===== src/rtl/bcd_disp_pkg.sv =====
// Shared constants for the multiplexed 4-digit common-anode 7-segment display.
// Glyphs are active-low and packed {g,f,e,d,c,b,a}.
package bcd_disp_pkg;

  localparam int NUM_DIGITS = 4;

  localparam logic [6:0] SEG_BLANK = 7'h7F;
  localparam logic [6:0] SEG_DASH  = 7'h3F;

  localparam logic [6:0] SEG_0 = 7'h40;
  localparam logic [6:0] SEG_1 = 7'h79;
  localparam logic [6:0] SEG_2 = 7'h24;
  localparam logic [6:0] SEG_3 = 7'h30;
  localparam logic [6:0] SEG_4 = 7'h19;
  localparam logic [6:0] SEG_5 = 7'h12;
  localparam logic [6:0] SEG_6 = 7'h02;
  localparam logic [6:0] SEG_7 = 7'h78;
  localparam logic [6:0] SEG_8 = 7'h00;
  localparam logic [6:0] SEG_9 = 7'h10;

endpackage


===== src/rtl/bcd_to_seg7.sv =====
// Combinational BCD nibble to active-low 7-segment glyph decoder.
// Non-decimal nibbles show a dash so corrupt upstream data is visible.
module bcd_to_seg7
  import bcd_disp_pkg::*;
(
  input  logic [3:0] nibble_i,
  input  logic       blank_digit_i,
  output logic [6:0] seg_o
);

  // Glyph lookup; blanking overrides the digit value
  always_comb begin
    seg_o = SEG_DASH;
    if (blank_digit_i) begin
      seg_o = SEG_BLANK;
    end else begin
      case (nibble_i)
        4'd0:    seg_o = SEG_0;
        4'd1:    seg_o = SEG_1;
        4'd2:    seg_o = SEG_2;
        4'd3:    seg_o = SEG_3;
        4'd4:    seg_o = SEG_4;
        4'd5:    seg_o = SEG_5;
        4'd6:    seg_o = SEG_6;
        4'd7:    seg_o = SEG_7;
        4'd8:    seg_o = SEG_8;
        4'd9:    seg_o = SEG_9;
        default: seg_o = SEG_DASH;
      endcase
    end
  end

endmodule


===== src/rtl/bcd_scan_7seg.sv =====
// Round-robin scanner for a 4-digit common-anode display. New values are
// staged in a pending register and only committed at the end of a full
// frame so a refresh never mixes digits from two different values.
module bcd_scan_7seg
  import bcd_disp_pkg::*;
#(
  parameter int REFRESH_DIV = 100000,
  parameter bit LZ_BLANK    = 1'b1
) (
  input  logic                  clk,
  input  logic                  rst,
  input  logic [15:0]           bcd_in,
  input  logic                  load,
  input  logic [NUM_DIGITS-1:0] dp_in,
  input  logic                  blank,
  output logic [NUM_DIGITS-1:0] an,
  output logic [6:0]            seg,
  output logic                  dp
);

  localparam int CNT_W = $clog2(REFRESH_DIV);
  localparam logic [CNT_W-1:0] PRESCALE_LAST = CNT_W'(REFRESH_DIV - 1);

  logic [CNT_W-1:0]      prescale_q, prescale_d;
  logic [1:0]            digitIdx_q, digitIdx_d;
  logic [15:0]           pendBcd_q, pendBcd_d;
  logic [NUM_DIGITS-1:0] pendDp_q, pendDp_d;
  logic                  pendValid_q, pendValid_d;
  logic [15:0]           shownBcd_q, shownBcd_d;
  logic [NUM_DIGITS-1:0] shownDp_q, shownDp_d;
  logic [NUM_DIGITS-1:0] an_d;
  logic                  dp_d;
  logic [6:0]            segDec;

  logic                  tick;
  logic                  frameEnd;
  logic [3:0]            curNibble;
  logic [NUM_DIGITS-1:0] lzBlank;
  logic                  curBlank;

  assign tick     = (prescale_q == PRESCALE_LAST);
  assign frameEnd = tick && (digitIdx_q == 2'd3);

  // Next-state for scan counters and the pending/shown staging registers;
  // a load coinciding with frame end still lets the older pending value commit
  always_comb begin
    prescale_d  = tick ? '0 : prescale_q + 1'b1;
    digitIdx_d  = tick ? digitIdx_q + 2'd1 : digitIdx_q;
    pendBcd_d   = pendBcd_q;
    pendDp_d    = pendDp_q;
    pendValid_d = pendValid_q;
    shownBcd_d  = shownBcd_q;
    shownDp_d   = shownDp_q;
    if (frameEnd && pendValid_q) begin
      shownBcd_d  = pendBcd_q;
      shownDp_d   = pendDp_q;
      pendValid_d = 1'b0;
    end
    if (load) begin
      pendBcd_d   = bcd_in;
      pendDp_d    = dp_in;
      pendValid_d = 1'b1;
    end
  end

  // Select the nibble being scanned and work out leading-zero suppression
  always_comb begin
    curNibble = shownBcd_q[3:0];
    case (digitIdx_q)
      2'd0: curNibble = shownBcd_q[3:0];
      2'd1: curNibble = shownBcd_q[7:4];
      2'd2: curNibble = shownBcd_q[11:8];
      2'd3: curNibble = shownBcd_q[15:12];
      default: curNibble = shownBcd_q[3:0];
    endcase
    lzBlank    = '0;
    lzBlank[3] = LZ_BLANK && (shownBcd_q[15:12] == 4'd0);
    lzBlank[2] = lzBlank[3] && (shownBcd_q[11:8] == 4'd0);
    lzBlank[1] = lzBlank[2] && (shownBcd_q[7:4] == 4'd0);
    curBlank   = blank || lzBlank[digitIdx_q];
  end

  bcd_to_seg7 u_dec (
    .nibble_i      (curNibble),
    .blank_digit_i (curBlank),
    .seg_o         (segDec)
  );

  // Digit-enable and decimal point for the current scan position
  always_comb begin
    an_d = 4'b1111;
    dp_d = 1'b1;
    if (!curBlank) begin
      an_d = ~(4'b0001 << digitIdx_q);
      dp_d = ~shownDp_q[digitIdx_q];
    end
  end

  // State and output registers with synchronous reset
  always_ff @(posedge clk) begin
    if (rst) begin
      prescale_q  <= '0;
      digitIdx_q  <= 2'd0;
      pendBcd_q   <= 16'h0000;
      pendDp_q    <= '0;
      pendValid_q <= 1'b0;
      shownBcd_q  <= 16'h0000;
      shownDp_q   <= '0;
      an          <= 4'b1111;
      seg         <= SEG_BLANK;
      dp          <= 1'b1;
    end else begin
      prescale_q  <= prescale_d;
      digitIdx_q  <= digitIdx_d;
      pendBcd_q   <= pendBcd_d;
      pendDp_q    <= pendDp_d;
      pendValid_q <= pendValid_d;
      shownBcd_q  <= shownBcd_d;
      shownDp_q   <= shownDp_d;
      an          <= an_d;
      seg         <= segDec;
      dp          <= dp_d;
    end
  end

endmodule


===== config.mk =====
export PLATFORM = sky130hd
export DESIGN_NAME = bcd_scan_7seg
export DESIGN_NICKNAME = d
export VERILOG_FILES = /design/src/rtl/bcd_disp_pkg.sv /design/src/rtl/bcd_to_seg7.sv /design/src/rtl/bcd_scan_7seg.sv
export SDC_FILE = /design/constraint.sdc
export NUM_CORES = 1
export LEC_CHECK = 0
export ABC_AREA = 1
export BUFFER_PORTS_ARGS = -buffer_cell sky130_fd_sc_hd__buf_2
export CAP_MARGIN = 5
export CELL_PAD_IN_SITES_DETAIL_PLACEMENT = 0
export CELL_PAD_IN_SITES_GLOBAL_PLACEMENT = 1
export CORE_ASPECT_RATIO = 2
export CORE_MARGIN = 4
export CORE_UTILIZATION = 41
export DETAILED_ROUTE_END_ITERATION = 10
export PLACE_DENSITY = 0.78
export SLEW_MARGIN = 20
export SYNTH_ARGS = -nofsm -noshare
export SYNTH_HDL_FRONTEND = slang
export SYNTH_SLANG_ARGS = --single-unit

===== constraint.sdc =====
create_clock -name clk -period 2.15 [get_ports clk]
set_input_delay 0.215 -clock clk [delete_from_list [all_inputs] [get_ports clk]]
set_output_delay 0.215 -clock clk [all_outputs]
set_load 0.01 [all_outputs]

==> reports/metrics.yaml <==
status: "finished clean"
p_leak_nw: 1.696
drt-wirelength-per-cell_um: 11.29
grt_pass1_vias: 2568
dpl.hpwl_um: 4934
grt_max_degree: 30
cts_buffers: 9
drt_first_pass_iters: 4
slew_viol_final: 0
critPathMostFrequentCell: "nand2_1"
rr_worst_depth: 11
drive_gt1_share_pct: 15.45
cts_root_buffer: "clkbuf_16"
die_y_um: 132.0
path_max_fanout: 9
hold_ws_ns: 0.1050
max_cap_viol_count: 0
dpl-instance-area_um2: 3418
min_period_ns: 1.966
viasPerCell: 4.657
fp-row-count: 45
min_path_type: "primary input to flip-flop"
min_period_over_period_pct: 91.45
grt_use_total_pct: 15.24
cpPeakStageDelay_ns: 0.47
postRouteWirelength_um: 6616
yosysUniqueCellTypes: 27
synth_nets: 481
ant_nets: 0
hold_violations: 0
clock_latency_ns: 0.33
postCtsSetupRepairBufs: 0
antenna_found_initial: 0
ys_ff_latch: 72
powerDensity_nw_per_um2: 784.1
power_mw: 2.913
ys_seq_area_share_pct: 45.70
crit_path_top_delay_cell: "dfxtp_1"
start_util_pct: 41.81
cts.sinks: 72
clk_path_buf_depth: 2
num_vias: 2729
netlist_instances: 448
timing.final.ws_setup_ns: 0.1837
cp_num_buf_inv: 3
rrSetupSlack_ns: 0.18
num-fill-cells: 814
cp.depth: 11
yosys.area.top_type: "dfxtp_1"
skew_ns: 0.006727
grt_overflow_total: 0
final_cell_mix: "nor2_1, nand2_1, dfxtp_1"
place_congestion: 0.8234
crit_path_start_kind: "flip-flop"
postCtsHoldBufs: 0
required_ns: 2.42
io_buffers: 35
fin_tns_setup_ns: 0
avgSynthCellArea_um2: 7.041
final_common_cell: "nor2_1"
worst_pin_slew_ns: 0.6404
syn_to_final_growth_pct: 17.77
htree_levels: 3
fmax_mhz: 508.6
path_cells: "inv_1, ha_1, inv_2, nand2_1, o22ai_2, ha_1, inv_1, nand2_1, nand2_1, nand2_1, nand2_1"
r2r-end: "seg[3]$_SDFF_PP1_"
drtIter0Drc: 136
critical-path-top-delay-family: "adder cells"
grt_first_pass_wirelength_um: 11280
max-vdd-ir-drop_uv: 427.1
clk_pin_slew_ns: 0.05
dieArea_um2: 9245
critPathKind: "flip-flop to flip-flop"
core_area_um2: 7545
finalInstanceArea_um2: 3715
ios: 36
critical_path_arrival_ns: 2.24
setup_violations: 0
chipWidth_um: 70.02
crit_start: "digitIdx_q[0]$_SDFFE_PP0N_"
ys_top_cells_by_area: "dfxtp_1, nor2_1, nand2_1, inv_1, ha_1"
drc: 0
maxSlewHeadroom_pct: 57.26
diodes: 0
r2r-start: "digitIdx_q[0]$_SDFFE_PP0N_"
synth_top_area_share_pct: 45.70
synth_warnings: 0
nNetsFinal: 520
crit_end: "seg[3]$_SDFF_PP1_"
dpl_worst_slack_ns: 0.1386
cts_tree: "built"
cp-end-kind: "flip-flop"
syn_area_um2: 3154
## power breakdown
part	leakage (nW)	internal, mW	switching (mW)	total (mW)
logic	0.967	0.0444	0.0648	0.109
registers	0.588	1.37	0.0182	1.39
clock network	0.140	0.892	0.519	1.41
total	1.70	2.31	0.602	2.91
## through the flow
stage,cells,util [%]
6_report,586,49.24
5_1_grt,586,49.24
4_1_cts,586,49.04
3_5_place_dp,570,45.31
3_3_place_gp,570,45.31
2_1_floorplan,448,-
## state kept, by name, summed over array words and instances, names as in the netlist
| register | cells |
|---|---|
| pendBcd_q | 16 |
| pendValid_q | 1 |
| digitIdx_q | 2 |
| shownDp_q | 4 |
| dp | 1 |
| shownBcd_q | 16 |
| an | 4 |
| seg | 7 |
| prescale_q | 17 |
| pendDp_q | 4 |
## area by class of cell
| cell class | instances | area [um2] | share of cell area [%] |
|---|---|---|---|
| flip-flops and latches | 72 | 1441 | 38.80 |
| multi-input cells | 316 | 1478 | 39.78 |
| repair buffers | 41 | 220.2 | 5.928 |
| clock inverters | 4 | 45.04 | 1.213 |
| inverters | 47 | 176.4 | 4.749 |
| clock buffers | 12 | 236.5 | 6.366 |
| well taps | 94 | 117.6 | 3.166 |
## worst min-delay path, stage by stage
cell	delay, ns
buf_2	0.07
nor2_1	0.03
nor2_1	0.08
## worst min-delay path by stage
stage | slack (ns) | depth (start not counted) | to | start
floorplan | 0.28 | 1 | pendValid_q$_SDFFE_PP0P_ | rst
global placement | 0.43 | 1 | prescale_q[0]$_SDFF_PP0_ | prescale_q[0]$_SDFF_PP0_
detailed placement | 0.43 | 1 | prescale_q[0]$_SDFF_PP0_ | prescale_q[0]$_SDFF_PP0_
CTS | 0.10 | 3 | pendDp_q[0]$_SDFFE_PP0P_ | dp_in[0]
global route | 0.11 | 3 | pendBcd_q[4]$_SDFFE_PP0P_ | bcd_in[4]
finish | 0.11 | 3 | pendBcd_q[14]$_SDFFE_PP0P_ | bcd_in[14]
## metal layers
metal / up-vias / wire length, um / GRT usage (%)
met5: - / 0 / 0
met4: 0 / 229 / 8.422
met3: 19 / 242 / 3.511
met2: 49 / 3420 / 26.66
met1: 1199 / 2724 / 16.60
li1: 1462 / - / -
## cells in the mapped netlist
cell and n:
inv_1 36, buf_2 2, a21oi_1 13, dfxtp_1 72
nand4_1 6, nor3b_1 1, o21ai_0 12, o21ai_1 18
nand2_2 3, buf_6 3, nor2_1 112, inv_2 9
clkinv_1 2, o22ai_2 1, or2_0 2, nand4_2 1
nor2_4 1, nor3_1 3, o22ai_1 2, clkbuf_1 8
xor2_1 7, nor2_2 3, nor3_2 1, nand3_1 16
ha_1 9, xnor2_1 2, nand2_1 103
## cell families (layout without fill, tap and decap cells)
family	after synthesis	after routing	share of synthesized area [%]
simple gates	252	252	32.69
flops	72	72	45.70
buf+inv	60	104	7.933
compound gates	46	46	7.616
fa+ha+maj	9	9	3.570
xor+xnor	9	9	2.499
## repair_timing
| item | in CTS | in global routing |
|---|---|---|
| resized for setup | 0 | 3 |
| endpoints found under the hold margin | 0 | 0 |
| endpoints found under the setup margin | 0 | 6 |
(Power assumes the default switching activity.)
